--- src/rtl/multicycle_controller.sv ---
// rtl/multicycle_controller.sv - multi-cycle FSM sequencer for the MIPS datapath
// Optional macro PERF_CNT_EN adds cycle_cnt and inst_retired counters.
module multicycle_controller #(
  parameter int INST_W         = 6,
  parameter int TIMEOUT_CYCLES = 255
) (
  input  logic              clk,
  input  logic              rst_n,
  input  logic [INST_W-1:0] dec_inst,
  input  logic              zero,
  input  logic              imem_ready,
  input  logic              dmem_ready,
  output logic              imem_req,
  output logic              dmem_req,
  output logic              ir_write_en,
  output logic              pc_write_en,
  output logic              reg_write_en,
  output logic              reg_of_en,
  output logic              mem_write_en,
  output logic [1:0]        alu_sel,
  output logic [1:0]        gpr_write_addr_sel,
  output logic [1:0]        gpr_write_data_sel,
  output logic              alu_src_ctl,
  output logic [1:0]        ext_ctl,
  output logic [1:0]        npc_sel,
  output logic              halt_sig,
  output logic              bus_err,
  output logic [2:0]        state
`ifdef PERF_CNT_EN
  ,
  output logic [31:0]       cycle_cnt,
  output logic [31:0]       inst_retired
`endif
);

  localparam logic [INST_W-1:0] INST_ADDU = INST_W'(1);
  localparam logic [INST_W-1:0] INST_SUBU = INST_W'(2);
  localparam logic [INST_W-1:0] INST_SLT  = INST_W'(3);
  localparam logic [INST_W-1:0] INST_ORI  = INST_W'(4);
  localparam logic [INST_W-1:0] INST_LUI  = INST_W'(5);
  localparam logic [INST_W-1:0] INST_LW   = INST_W'(6);
  localparam logic [INST_W-1:0] INST_SW   = INST_W'(7);
  localparam logic [INST_W-1:0] INST_BEQ  = INST_W'(8);
  localparam logic [INST_W-1:0] INST_J    = INST_W'(9);
  localparam logic [INST_W-1:0] INST_JAL  = INST_W'(10);
  localparam logic [INST_W-1:0] INST_JR   = INST_W'(11);
  localparam logic [INST_W-1:0] INST_ADDI = INST_W'(12);
  localparam logic [INST_W-1:0] INST_HLT  = INST_W'(13);

  localparam logic [1:0] ALU_SEL_ADD = 2'd0, ALU_SEL_SUB = 2'd1, ALU_SEL_OR = 2'd2, ALU_SEL_SLT = 2'd3;
  localparam logic [1:0] GPR_WRITE_ADDR_RT = 2'd0, GPR_WRITE_ADDR_RD = 2'd1, GPR_WRITE_ADDR_RA = 2'd2;
  localparam logic [1:0] GPR_WRITE_ALU = 2'd0, GPR_WRITE_MEM = 2'd1, GPR_WRITE_PC = 2'd2;
  localparam logic       ALU_SRC_EXT = 1'b0, ALU_SRC_GPR = 1'b1;
  localparam logic [1:0] EXT_SEL_SIGN = 2'd0, EXT_SEL_ZERO = 2'd1, EXT_SEL_LUI = 2'd2;
  localparam logic [1:0] IFU_SEL_NORM = 2'd0, IFU_SEL_RELATIVE = 2'd1,
                         IFU_SEL_IRRELATIVE = 2'd2, IFU_SEL_REGISTER = 2'd3;

  localparam int CNT_W = (TIMEOUT_CYCLES > 0) ? $clog2(TIMEOUT_CYCLES + 1) : 1;
  localparam logic [CNT_W-1:0] WAIT_LAST = CNT_W'((TIMEOUT_CYCLES > 0) ? TIMEOUT_CYCLES - 1 : 0);

  typedef enum logic [2:0] {
    S_RST = 3'd0, S_FETCH = 3'd1, S_DECODE = 3'd2, S_EXEC = 3'd3,
    S_MEM = 3'd4, S_WB = 3'd5, S_HALT = 3'd6
  } state_t;

  state_t           cur;
  logic [CNT_W-1:0] wait_cnt;
  logic             known;
  logic             timeout_hit;

  assign state = cur;
  assign known = dec_inst inside {INST_ADDU, INST_SUBU, INST_SLT, INST_ORI, INST_LUI,
                                  INST_LW, INST_SW, INST_BEQ, INST_J, INST_JAL,
                                  INST_JR, INST_ADDI, INST_HLT};
  // The watchdog fires on the wait cycle that would bring the count to the limit; ready wins.
  assign timeout_hit = (TIMEOUT_CYCLES != 0) && (wait_cnt == WAIT_LAST);

  always_ff @(posedge clk or negedge rst_n) begin
    if (!rst_n) begin
      cur      <= S_RST;
      wait_cnt <= '0;
      halt_sig <= 1'b0;
      bus_err  <= 1'b0;
    end else begin
      case (cur)
        S_RST: begin
          cur      <= S_FETCH;
          wait_cnt <= '0;
        end
        S_FETCH: begin
          if (imem_ready) begin
            cur      <= S_DECODE;
            wait_cnt <= '0;
          end else if (timeout_hit) begin
            cur      <= S_HALT;
            bus_err  <= 1'b1;
            halt_sig <= 1'b1;
            wait_cnt <= '0;
          end else begin
            wait_cnt <= wait_cnt + CNT_W'(1);
          end
        end
        S_DECODE: begin
          wait_cnt <= '0;
          if (dec_inst == INST_HLT) begin
            cur      <= S_HALT;
            halt_sig <= 1'b1;
          end else if (!known) begin
            cur <= S_FETCH;
          end else begin
            cur <= S_EXEC;
          end
        end
        S_EXEC: begin
          wait_cnt <= '0;
          if (dec_inst inside {INST_BEQ, INST_J, INST_JR}) cur <= S_FETCH;
          else if (dec_inst inside {INST_LW, INST_SW})     cur <= S_MEM;
          else                                             cur <= S_WB;
        end
        S_MEM: begin
          if (dmem_ready) begin
            cur      <= (dec_inst == INST_LW) ? S_WB : S_FETCH;
            wait_cnt <= '0;
          end else if (timeout_hit) begin
            cur      <= S_HALT;
            bus_err  <= 1'b1;
            halt_sig <= 1'b1;
            wait_cnt <= '0;
          end else begin
            wait_cnt <= wait_cnt + CNT_W'(1);
          end
        end
        S_WB: begin
          cur      <= S_FETCH;
          wait_cnt <= '0;
        end
        S_HALT: begin
          halt_sig <= 1'b1;
          wait_cnt <= '0;
        end
        default: begin
          cur      <= S_RST;
          wait_cnt <= '0;
        end
      endcase
    end
  end

  always_comb begin
    alu_sel            = ALU_SEL_ADD;
    gpr_write_addr_sel = GPR_WRITE_ADDR_RT;
    gpr_write_data_sel = GPR_WRITE_ALU;
    alu_src_ctl        = ALU_SRC_EXT;
    ext_ctl            = EXT_SEL_SIGN;
    if (cur inside {S_DECODE, S_EXEC, S_MEM, S_WB}) begin
      case (dec_inst)
        INST_ADDU: begin
          gpr_write_addr_sel = GPR_WRITE_ADDR_RD;
          alu_src_ctl        = ALU_SRC_GPR;
        end
        INST_SUBU: begin
          alu_sel            = ALU_SEL_SUB;
          gpr_write_addr_sel = GPR_WRITE_ADDR_RD;
          alu_src_ctl        = ALU_SRC_GPR;
        end
        INST_SLT: begin
          alu_sel            = ALU_SEL_SLT;
          gpr_write_addr_sel = GPR_WRITE_ADDR_RD;
          alu_src_ctl        = ALU_SRC_GPR;
        end
        INST_ORI: begin
          alu_sel = ALU_SEL_OR;
          ext_ctl = EXT_SEL_ZERO;
        end
        INST_LUI: ext_ctl = EXT_SEL_LUI;
        INST_LW:  gpr_write_data_sel = GPR_WRITE_MEM;
        INST_BEQ: begin
          alu_sel     = ALU_SEL_SUB;
          alu_src_ctl = ALU_SRC_GPR;
        end
        INST_JAL: begin
          gpr_write_addr_sel = GPR_WRITE_ADDR_RA;
          gpr_write_data_sel = GPR_WRITE_PC;
        end
        default: ;
      endcase
    end
  end

  always_comb begin
    imem_req     = 1'b0;
    dmem_req     = 1'b0;
    ir_write_en  = 1'b0;
    pc_write_en  = 1'b0;
    reg_write_en = 1'b0;
    reg_of_en    = 1'b0;
    mem_write_en = 1'b0;
    npc_sel      = IFU_SEL_NORM;
    case (cur)
      S_FETCH: begin
        imem_req    = 1'b1;
        ir_write_en = imem_ready;
      end
      S_DECODE: pc_write_en = !known;
      S_EXEC: begin
        case (dec_inst)
          INST_BEQ: begin
            pc_write_en = 1'b1;
            npc_sel     = zero ? IFU_SEL_RELATIVE : IFU_SEL_NORM;
          end
          INST_J: begin
            pc_write_en = 1'b1;
            npc_sel     = IFU_SEL_IRRELATIVE;
          end
          INST_JR: begin
            pc_write_en = 1'b1;
            npc_sel     = IFU_SEL_REGISTER;
          end
          default: ;
        endcase
      end
      S_MEM: begin
        dmem_req     = 1'b1;
        mem_write_en = (dec_inst == INST_SW);
        pc_write_en  = dmem_ready && (dec_inst != INST_LW);
      end
      S_WB: begin
        reg_write_en = 1'b1;
        reg_of_en    = (dec_inst == INST_ADDI);
        pc_write_en  = 1'b1;
        npc_sel      = (dec_inst == INST_JAL) ? IFU_SEL_IRRELATIVE : IFU_SEL_NORM;
      end
      default: ;
    endcase
  end

`ifdef PERF_CNT_EN
  // Unknown-instruction skips advance the PC but do not count as retired.
  logic skip;
  assign skip = (cur == S_DECODE) && !known;

  always_ff @(posedge clk or negedge rst_n) begin
    if (!rst_n) begin
      cycle_cnt    <= 32'd0;
      inst_retired <= 32'd0;
    end else begin
      if (cur != S_RST && cur != S_HALT) cycle_cnt <= cycle_cnt + 32'd1;
      if (pc_write_en && !skip)          inst_retired <= inst_retired + 32'd1;
    end
  end
`endif

endmodule

--- config.mk ---
export PLATFORM = sky130hd
export DESIGN_NAME = multicycle_controller
export DESIGN_NICKNAME = d
export VERILOG_FILES = /design/src/rtl/multicycle_controller.sv
export SDC_FILE = /design/constraint.sdc
export NUM_CORES = 1
export LEC_CHECK = 0
export ABC_CLOCK_PERIOD_IN_PS = 2770
export BUFFER_PORTS_ARGS = -buffer_cell sky130_fd_sc_hd__buf_2
export CORE_UTILIZATION = 53
export DETAILED_ROUTE_END_ITERATION = 8
export GPL_TIMING_DRIVEN = 0
export PLACE_DENSITY_LB_ADDON = 0.2
export SYNTH_ARGS = -nofsm -noshare
export SYNTH_HDL_FRONTEND = slang
export SYNTH_SLANG_ARGS = --single-unit
--- constraint.sdc ---
create_clock -name clk -period 2.77 [get_ports clk]
set_input_delay 0.277 -clock clk [delete_from_list [all_inputs] [get_ports clk]]
set_output_delay 0.277 -clock clk [all_outputs]
set_load 0.1 [all_outputs]
## Word-level counts from Yosys, hierarchy flattened

Cells that the tools add are included.

| storage, ports and cells | value |
|---|---|
| register bits after elaboration | 13 |
| output and inout port bits | 23 |

| operators by class | value |
|---|---|
| equality and inequality tests | 24 |
| add/subtract/negate cells | 1 |
| muxes and demuxes | 44 |
| reductions and logical operators | 16 |

Operator list:

| cell | count |
|---|---|
| 6-bit by 4-bit == test with 1-bit output, second input constant | 6 |
| 6-bit by 3-bit == test with 1-bit output, second input constant | 4 |
| 8-bit two-way mux | 3 |
| 1-bit two-way mux | 18 |
| 3-bit two-way mux | 6 |
| 3-bit case mux with 6 select lines | 1 |
| 2-bit case mux with 2 select lines | 4 |
| 8-bit case mux with 2 select lines | 1 |
| 13-bit nonzero test | 1 |
| 6-bit by 2-bit == test with 1-bit output, second input constant | 2 |
| 2-bit two-way mux | 6 |
| 2-bit case mux with 3 select lines | 2 |
| 3-bit == test, second input constant | 3 |
| 8-bit by 1-bit adder with 8-bit output, second input constant | 1 |
| 8-bit == test, second input constant | 1 |
| 1-bit case mux with 4 select lines | 2 |
| 4-bit nonzero test | 2 |
| 3-bit by 2-bit == test with 1-bit output, second input constant | 2 |
| 6-bit by 1-bit == test with 1-bit output, second input constant | 1 |
| 2-bit != test, second input constant | 3 |
| 6-bit by 3-bit != test with 1-bit output, second input constant | 1 |
| 3-bit OR reduction | 2 |
| 4-bit AND reduction | 1 |
| 2-bit nonzero test | 2 |
| 9 further kinds | 10 |

## Longest topological paths before layout

Gate-level depths: netlist of run 1.

| depth | value |
|---|---|
| depth after elaboration | 5 |
| depth in mapped cells | 6 |

## Worst setup path after synthesis of run 1

OpenSTA, ideal clock, no wires.

| path | value |
|---|---|
| path kind | reg2out |
| start | reg cur[0], in the netlist state[0] |
| end | out reg_of_en |
| cell stages (with the launch flop) | 5 |
| data arrival time | 5.878 ns |
| slack | -3.385 ns |
| cells stage by stage | dfrtp_1 clkbuf_1 inv_1 nor2_1 nor4b_1 |

| on the way | value |
|---|---|
| longest elaborated chain between the ends | 2 |

RTL lines:

| item | RTL line | source |
|---|---|---|
| from (decl) | 66 | `state_t cur;` |
| from (signal assigned) | 122 | `cur <= (dec_inst == INST_LW) ? S_WB : S_FETCH;` |
| 3-bit == test | 199 | `case (cur)` |
| 1-bit two-way mux | 199 |  |
| to (decl) | 18 | `output logic reg_of_en,` |

No other way between the ends.

## Worst setup path after layout of run 1

| path | value |
|---|---|
| start | reg cur[1], in the netlist state[1] |
| end | out alu_sel[0] |

| on the way | value |
|---|---|
| longest elaborated chain between the ends | 3 |

RTL lines:

| item | RTL line | source |
|---|---|---|
| 3-bit by 2-bit == test with 1-bit output or 3-bit == test (tied branches) | 155 | `if (cur inside {S_DECODE, S_EXEC, S_MEM, S_WB}) begin` |
| 4-bit nonzero test (*) | 155 |  |
| 2-bit two-way mux (*) | 155 |  |
| to (decl) | 20 | `output logic [1:0] alu_sel,` |

Mark *: on every way between the ends. The rest lies on a longest branch, timed or not.

==> impl_metrics.toml, run 1 <==
[final_layout]
final_util_pct = 78.1
final_area_sq_mm = 0.00138
fill_cells = 130
antennaDiodeCount = 0
final_common_cell = "buf_2"
drive_gt1_share_pct = 34.5
final_nets = 179
area_growth_pct = 36.4
layout_common_cells = "buf_2, nor2_1, dfrtp_1, nand2_1"

[clocking]
cts_made_buffers = 3
cts_num_sinks = 13
root_buffer = "clkbuf_4"
cts_tree = "done"
htreeDepth = 1
clock_latency_ns = 0.28
clkSlewWorstSetupHoldPaths_ns = 0.07
cts.path.max_buffers = 2
post_cts_buffers = 0

[routing]
viasPerCell = 5.63
vias = 1070
dr.pass1.iters = 4
routed_wl_mm = 2.53
ant_nets = 0
drt_iter0_markers = 36
drc_errors = 0
wl_per_cell_um = 13.3

[place]
dp_hpwl_mm = 1.98
pre_cts_ws_ns = 0.483
placed_area_sq_mm = 0.00134
io_buffer_count = 32
gp_congestion = 0.938

[die]
die_h_um = 45.6
core_area_sq_mm = 0.00176
fp.dieArea_sq_mm = 0.00208
ios = 34
start_util_pct = 57.2
rows = 15
die_w_um = 45.6

[power]
power_w = 0.00134
p_int_w = 0.000493
p_per_area_mw_per_mm2 = 973
switching_share_pct = 63.2
p_seq_share_pct = 22.1
p_clk_share_pct = 8.6
switchingPower_w = 0.000848
peakVddDrop_uv = 1190
combPwrFrac_pct = 69.2
p_leak_nw = 0.587

[setup_path]
critPathSlowestCell = "dfrtp_4"
worstRegToRegCells = 4
r2r-end = "wait_cnt[6]"
criticalPathCategory = "flop to primary output"
start_kind = "flop"
endpoint_kind = "primary output"
worst_path_largest_cell_delay_ns = 0.53
crit_chain = "nor2b_1 -> o21ai_1 -> nor3_4 -> buf_2"
cp_max_fo = 8
required_ns = 2.49
rr_startpoint = "state[2]"
r2r_slack_ns = 1.22
critPathArrivalTime_ns = 2.26

[grt]
grt_max_degree = 14
grt.total_usage_pct = 26.9
grt_overflow = 0
grt_pass1_wl_mm = 4.05
grt_pass1_vias = 978
antenna_found_initial = 0

[synth]
synth_nets = 141
avgSynthCellArea_sq_um = 7.89
syn-cell-area_sq_mm = 0.00101
synth_cell_types = 40
ys_seq_area_share_pct = 32.2
async_flop_share_pct = 100
synth-edff-count = 0
synth-seq-cells = 13
synth_cells = 128
yosys_warnings = 0
synth_ff_type = "dfrtp_1"

[timing]
rsz0062_at_grt = "false"
setup_slack_ns = 0.236
setup_viol = 0
slew_headroom_pct = 36.0
tightest_slew_ns = 0.954
fmax_mhz = 395
drv_slew = 0
hold_violations = 0
period_share_pct = 91.5
post-route-min-period_ns = 2.53
clock_skew_ns = 0.00600

[hold_path]
min-delay-start = "dec_inst[4]"
hold_path_depth = 4
hp-class = "input pin to flop"
min_to = "state[1]"

[run_status]
status = "finished, final reports clean"

[flow_run]
cap_violations = 0
layer usage:
| layer | up-vias | wire length, um | track usage (%) |
|---|---|---|---|
| li1 | 529 | - | - |
| met1 | 494 | 1130 | 33.8 |
| met2 | 45 | 1240 | 48.0 |
| met3 | 2 | 140 | 2.38 |
| met4 | 0 | 24 | 9.09 |
| met5 | - | 0 | 0 |
sequential cells by signal (all words and copies together), names as in the netlist:
name      flops
state         3
halt_sig      1
wait_cnt      8
bus_err       1
Yosys cell counts (2+ instances only):
library cell | number | area share, %
nor2_1 | 23 | 8.5
dfrtp_1 | 13 | 32
nand2_1 | 9 | 3.3
nor3_1 | 7 | 3.5
nand3_1 | 6 | 3.0
o21ai_1 | 6 | 3.0
a21oi_1 | 4 | 2.0
inv_1 | 4 | 1.5
nor2b_1 | 4 | 2.5
o21ai_0 | 4 | 2.0
xnor2_1 | 4 | 3.5
clkbuf_1 | 3 | 1.1
nand2b_1 | 3 | 1.9
or3b_1 | 3 | 2.6
xor2_1 | 3 | 2.6
ha_1 | 2 | 2.5
nand4_1 | 2 | 1.2
nor3b_1 | 2 | 1.5
nor4_1 | 2 | 1.2
nor4b_1 | 2 | 1.7
o211ai_1 | 2 | 1.5
or2_1 | 2 | 1.2
logic make-up after synthesis:
| family | share of synthesized area (%) |
|---|---|
| flip-flops | 32.2 |
| AO/OA/AOI/OAI | 16.2 |
| adder cells (fa/ha/maj) | 2.48 |
| buffers and inverters | 4.21 |
| XOR/XNOR | 6.07 |
| AND/OR/NAND/NOR | 37.8 |
| multiplexers | 0.991 |
worst max path at each step:
stage,startpoint,end,slack [ns],cells after the start
3_5_place_dp,dec_inst[2],npc_sel[0],0.48,6
2_1_floorplan,dec_inst[3],npc_sel[0],-0.08,4
3_3_place_gp,dec_inst[2],npc_sel[0],0.51,6
4_1_cts,state[1],alu_sel[0],0.22,4
5_1_grt,state[1],gpr_write_addr_sel[0],0.10,4
6_report,state[1],alu_sel[0],0.24,4
worst max-delay path, delay by kind of cell, from the launching register on:
kind	cells	cell delay, ns
and+or+nand+nor	2	0.60
DFF	1	0.53
buffers and inverters	1	0.45
AOI/OAI and AO/OA	1	0.40
layout make-up:
| class | count | area, sq um | share of cell area, % |
|---|---|---|---|
| Buffer | 5 | 37.5 | 2.72 |
| Clock buffer | 4 | 26.3 | 1.91 |
| Sequential cell | 13 | 337 | 24.4 |
| Timing Repair Buffer | 33 | 170 | 12.4 |
| Multi-Input combinational cell | 106 | 761 | 55.2 |
| Tap cell | 25 | 31.3 | 2.27 |
| Inverter | 4 | 15.0 | 1.09 |
repair_timing:
action / 4_1_cts / 5_1_grt
resized for setup: 0 / 0
setup endpoints to repair: 0 / 0
hold endpoints to repair: 13 / 0
hold buffers: 1 / 0
stage by stage:
step,hold WS (ns),instances,TNS (ns)
after CTS,0.347,190,0
after floorplan,-0.0186,128,-0.233
final,0.365,190,0
after global placement,0.165,185,0
after detailed placement,0.169,185,0
after global routing,0.384,190,0
power groups by stage:
stage,sequential (W),combinational (W),clock (W)
after floorplan,0.000446,0.000625,0
after global placement,0.000295,0.000910,0
after detailed placement,0.000301,0.000916,0
after CTS,0.000296,0.000922,0.000119
after global routing,0.000304,0.000967,0.000126
final,0.000297,0.000928,0.000116
(Power assumes the default switching activity.)
==> inputs of run 2 (changes only) <==
ABC_AREA = 1   (was unset)
CORE_UTILIZATION = 54   (was 53)
==> run 2 against run 1 <==
Final cell count increased by 19%. Sequential power decreased by 36%. Clock-buffer cell count did not move. First-iteration DRC count grew 22%. Wire length grew 9.8%. Combinational power is 95% lower. Synthesized cell count grew 27%. Worst setup slack better by 0.33 ns. Non-clock buffer count fell by 4. Utilization fell by 1.9 points. Largest cell class unchanged. Largest power group is now registers. Highest routed layer unchanged.
==> impl_metrics.toml, run 2 <==
[timing]
setup_viol = 0
tightest_slew_ns = 0.491
hold_violations = 0
post-route-min-period_ns = 2.20
drv_slew = 0
setup_slack_ns = 0.566
hold_slack_ns = 0.304
fmax_mhz = 454
rsz0062_at_grt = "false"
clock_skew_ns = 0.00153
slew_headroom_pct = 67.5
period_share_pct = 79.6

[clocking]
cts_made_buffers = 3
htreeDepth = 1
clkSlewWorstSetupHoldPaths_ns = 0.08
root_buffer = "clkbuf_4"
cts.path.max_buffers = 2
cts_num_sinks = 13
cts_tree = "done"
clock_latency_ns = 0.28

[final_layout]
layout_common_cells = "nand2_1, nor2_1, buf_2, inv_1, nand3_1"
drive_gt1_share_pct = 27.9
largest_reg_flops = 8
final_nets = 215
regMostFlops = "wait_cnt"
final_common_cell = "nand2_1"
final_util_pct = 76.2
antennaDiodeCount = 0
area_growth_pct = 28.5
fill_cells = 169

[synth]
synth_ff_type = "dfrtp_1"
ys_seq_area_share_pct = 31.1
async_flop_share_pct = 100
synth-edff-count = 0
synth_cells = 163
synth.area.top_cells = "dfrtp_1, nand2_1, nor2_1, inv_1, nand3_1"
synth-seq-cells = 13
synth_nets = 176
yosysTopAreaCell = "dfrtp_1"
syn-cell-area_sq_mm = 0.00105
synth.most_common_cell = "nand2_1"
yosys_warnings = 0
avgSynthCellArea_sq_um = 6.42
netlist.area_leader.share_pct = 31.1
synth_cell_types = 25
ys_top_cells_by_count = "nand2_1, nor2_1, inv_1"

[place]
io_buffer_count = 33
gp_congestion = 0.885
pre_cts_ws_ns = 0.862
dp_hpwl_mm = 2.16

[setup_path]
critPathSlowestCell = "dfrtp_2"
start_kind = "flop"
startpoint = "state[2]"
required_ns = 2.49
r2r_slack_ns = 1.33
cp_max_fo = 9
cp-endpoint = "alu_sel[0]"
critPathTopFamily = "buffers and inverters"
r2r-end = "wait_cnt[0]"
critPathArrivalTime_ns = 1.93
rr_startpoint = "state[2]"
worst_path_largest_cell_delay_ns = 0.47
worstRegToRegCells = 7
endpoint_kind = "primary output"
worst-path-stages = 6
cp_num_buf_inv = 3
criticalPathCategory = "flop to primary output"
crit_chain = "inv_1 -> nand3_2 -> inv_2 -> a211oi_4 -> a21oi_1 -> buf_2"

[grt]
grt.total_usage_pct = 30.3
grt_pass1_wl_mm = 4.53
grt_pass1_vias = 1021
antenna_found_initial = 0
grt_max_degree = 14
grt_overflow = 0

[die]
fp.dieArea_sq_mm = 0.00212
die_w_um = 46.0
core_area_sq_mm = 0.00176
ios = 34
die_h_um = 46.0
rows = 15
start_util_pct = 59.3

[power]
combPwrFrac_pct = 13.8
switching_share_pct = 28.4
switchingPower_w = 0.000103
peakVddDrop_uv = 275
p_clk_share_pct = 33.5
p_leak_nw = 0.704
p_seq_share_pct = 52.7
p_per_area_mw_per_mm2 = 269
p_int_w = 0.000259

[routing]
ant_nets = 0
drc_errors = 0
dr.pass1.iters = 4
viasPerCell = 5.05
routed_wl_mm = 2.78
drt_iter0_markers = 44
wl_per_cell_um = 12.3
vias = 1142

[run_status]
status = "finished, final reports clean"

[flow_run]
cap_violations = 0

[hold_path]
hp-class = "input pin to flop"
hold_path_depth = 3
[run 2: cell type report]
| type | instances | area [sq um] | share of cell area, % |
|---|---|---|---|
| repair buffers | 34 | 175 | 13.0 |
| flip-flops and latches | 13 | 329 | 24.5 |
| multi-input cells | 123 | 681 | 50.7 |
| well taps | 25 | 31.3 | 2.33 |
| inverters | 27 | 101 | 7.54 |
| clock buffers | 4 | 26.3 | 1.96 |
[run 2: logic make-up after synthesis]
group / count (synthesis) / synth area share [%]
compound gates: 15 / 9.45
xor+xnor: 4 / 3.35
fa+ha+maj: 2 / 2.39
buf+inv: 27 / 9.69
flops: 13 / 31.1
simple gates: 102 / 44.0
[run 2: per-stage QoR]
step	cells	total power, W	cell area [sq um]	TNS [ns]
3_3_place_gp	221	0.000240	1310	0
3_5_place_dp	221	0.000242	1310	0
4_1_cts	226	0.000359	1340	0
6_report	226	0.000362	1340	0
2_1_floorplan	163	0.000221	1110	-0.657
5_1_grt	226	0.000374	1340	0
[run 2: how the worst min path moves through the flow]
| stage | startpoint | slack [ns] | end |
|---|---|---|---|
| 2_1_floorplan | rst_n | -0.02 | bus_err |
| 3_3_place_gp | rst_n | 0.17 | wait_cnt[3] |
| 3_5_place_dp | rst_n | 0.18 | wait_cnt[2] |
| 4_1_cts | dmem_ready | 0.30 | state[0] |
| 5_1_grt | dmem_ready | 0.33 | state[0] |
| 6_report | dmem_ready | 0.30 | state[0] |
[run 2: timing repair]
item,CTS,global route
hold endpoints to repair,13,0
hold buffers,1,0
buffers inserted,0,0
resized for setup,0,0
[run 2: tightest hold or removal path, delay by kind of cell]
kind                   cells  cell delay [ns]
AND/OR/NAND/NOR            1             0.08
buffers and inverters      1             0.11
AO/OA/AOI/OAI              1             0.08
[run 2: metal layers]
metal / GRT usage, % / vias to the layer above / share of wire (%)
met1: 38.4 / 521 / 44
met3: 6.35 / 2 / 4.8
met2: 52.7 / 33 / 51
met5: 0 / - / 0
li1: - / 586 / -
met4: 5.88 / 0 / 0.43
[run 2: power groups by stage]
stage / clock, W / sequential, W / combinational [W]
after CTS: 0.000119 / 0.000191 / 0.0000494
after global routing: 0.000128 / 0.000191 / 0.0000548
final: 0.000121 / 0.000191 / 0.0000500
after detailed placement: 0 / 0.000194 / 0.0000474
after floorplan: 0 / 0.000200 / 0.0000210
after global placement: 0 / 0.000194 / 0.0000453
==> inputs of run 3 (changes only) <==
ABC_CLOCK_PERIOD_IN_PS = 1800   (was 2770)
CORE_UTILIZATION = 45   (was 54)
clock period = 1.8 ns   (was 2.77 ns; I/O delays follow)
==> run 3 against run 2 <==
The run now ends with setup timing left. Total power rose by 57%. Clock skew is 0.0068 ns higher. Via count grew 21%. Sequential share of layout area is 6.7 points lower. Critical path type unchanged. Critical path depth grew 2. Wire length rose by 51%. Design area is 41% higher. Clock-buffer cell count is the same. Utilization rose by 10 points. Die area grew 19%. Critical endpoint is now pc_write_en. Largest cell class unchanged.
==> impl_metrics.toml, run 3 (synthesis results as in run 2) <==
[final_layout]
regMostFlops = "wait_cnt"
largest_reg_flops = 8
final_nets = 230
multiInputGateArea_sq_um = 847
antennaDiodeCount = 0
layout_common_cells = "nand2_1, nor2_1, inv_1, buf_2, buf_4"
fill_cells = 114
drive_gt1_share_pct = 45.8
final_common_cell = "nand2_1"
final-seq-area_sq_um = 337
area_growth_pct = 80.9

[routing]
ant_nets = 0
drt_iter0_markers = 46
dr.pass1.iters = 4
drc_errors = 0
viasPerCell = 5.65
vias = 1379
routed_wl_mm = 4.19
wl_per_cell_um = 17.2

[power]
p_leak_nw = 0.825
peakVddDrop_uv = 483
p_per_area_mw_per_mm2 = 300

[timing]
period_share_pct = 106
drv_slew = 0
fmax_mhz = 525
setup_viol = 13
clock_skew_ns = 0.00833
fin_setup_tns_ns = -1.05
slew_headroom_pct = 66.4
rsz0062_at_grt = "true"
setup_slack_ns = -0.104
tightest_slew_ns = 0.507
post-route-min-period_ns = 1.90
hold_violations = 0

[die]
die_w_um = 50.2
start_util_pct = 47.7
die_h_um = 50.2
ios = 34
core_area_sq_mm = 0.00219
fp.dieArea_sq_mm = 0.00252
rows = 17

[place]
pre_cts_ws_ns = -0.337
io_buffer_count = 33
dp_hpwl_mm = 2.06
gp_congestion = 0.893

[grt]
grt_max_degree = 14
antenna_found_initial = 0
grt_overflow = 0
grt_pass1_vias = 1277
grt.total_usage_pct = 31.1
grt_pass1_wl_mm = 5.93

[clocking]
clkSlewWorstSetupHoldPaths_ns = 0.08
cts_tree = "done"
cts_num_sinks = 13
root_buffer = "clkbuf_4"
clock_latency_ns = 0.29
htreeDepth = 1
cts.path.max_buffers = 2
cts_made_buffers = 3

[setup_path]
r2r-end = "wait_cnt[2]"
worstRegToRegCells = 9
endpoint_kind = "primary output"
start_kind = "flop"
rr_startpoint = "state[2]"
critPathArrivalTime_ns = 1.72
r2r_slack_ns = 0.20
cp_max_fo = 6
required_ns = 1.62
criticalPathCategory = "flop to primary output"

[run_status]
violations = "setup timing"
status = "complete, but fails checks"

[hold_path]
hold_path_depth = 3
hp-class = "input pin to flop"
min-delay-start = "dmem_ready"
min_to = "state[0]"

[flow_run]
cap_violations = 0
==> run 3: worst max-delay path by stage <==
stage | endpoint | from | slack, ns | cells past startpoint
2_1_floorplan | reg_of_en | state[1] | -0.69 | 5
3_3_place_gp | alu_src_ctl | state[2] | -0.30 | 6
3_5_place_dp | alu_sel[0] | state[2] | -0.34 | 6
4_1_cts | alu_sel[0] | state[0] | -0.11 | 8
5_1_grt | alu_src_ctl | state[2] | -0.16 | 7
6_report | pc_write_en | state[0] | -0.10 | 8
==> run 3: report_power, final <==
| group | leakage, nW | switching, W | internal [W] | total [W] |
|---|---|---|---|---|
| combinational | 0.648 | 0.0000619 | 0.0000202 | 0.0000821 |
| sequential | 0.162 | 0.000000746 | 0.000293 | 0.000294 |
| clock | 0.0150 | 0.000105 | 0.0000864 | 0.000191 |
==> run 3: critical path, cell delays in order (launching register included) <==
cell	delay, ns
dfrtp_4	0.56
buf_6	0.16
nand2_4	0.08
nor2_4	0.05
inv_4	0.09
o21ai_2	0.07
nor2_2	0.15
o21ai_4	0.09
buf_12	0.17
==> run 3: per-layer routing <==
metal  up-vias  share of wire, %  track usage [%]
met5         -                 0                0
met4         0               4.9             14.3
met3        21               8.2             6.67
met2        90                49             50.9
met1       646                38             38.8
li1        622                 -                -
==> run 3: stage by stage <==
| stage | instances | utilization, % | area (sq um) | hold WS (ns) | total power [W] |
|---|---|---|---|---|---|
| 2_1_floorplan | 163 | - | 1250 | -0.116 | 0.000344 |
| 3_3_place_gp | 224 | 66.1 | 1450 | 0.0759 | 0.000373 |
| 3_5_place_dp | 224 | 66.1 | 1450 | 0.0821 | 0.000375 |
| 4_1_cts | 242 | 84.6 | 1850 | 0.211 | 0.000559 |
| 5_1_grt | 244 | 86.4 | 1890 | 0.245 | 0.000593 |
| 6_report | 244 | 86.4 | 1890 | 0.244 | 0.000567 |
==> run 3: final cells by class <==
cell class,instances,share of cell area (%)
clock buffer,4,1.39
sequential,13,17.8
multi-input combinational,123,44.8
tap,28,1.85
inverter,27,6.81
timing repair buffer,49,27.4
==> run 3: timing repair <==
action	in CTS	in global routing
endpoints found under the hold margin	13	0
setup buffers	12	4
hold buffers	1	0
gates resized for setup	64	16
cloned	1	0
pin swaps	3	12
endpoints found under the setup margin	17	17
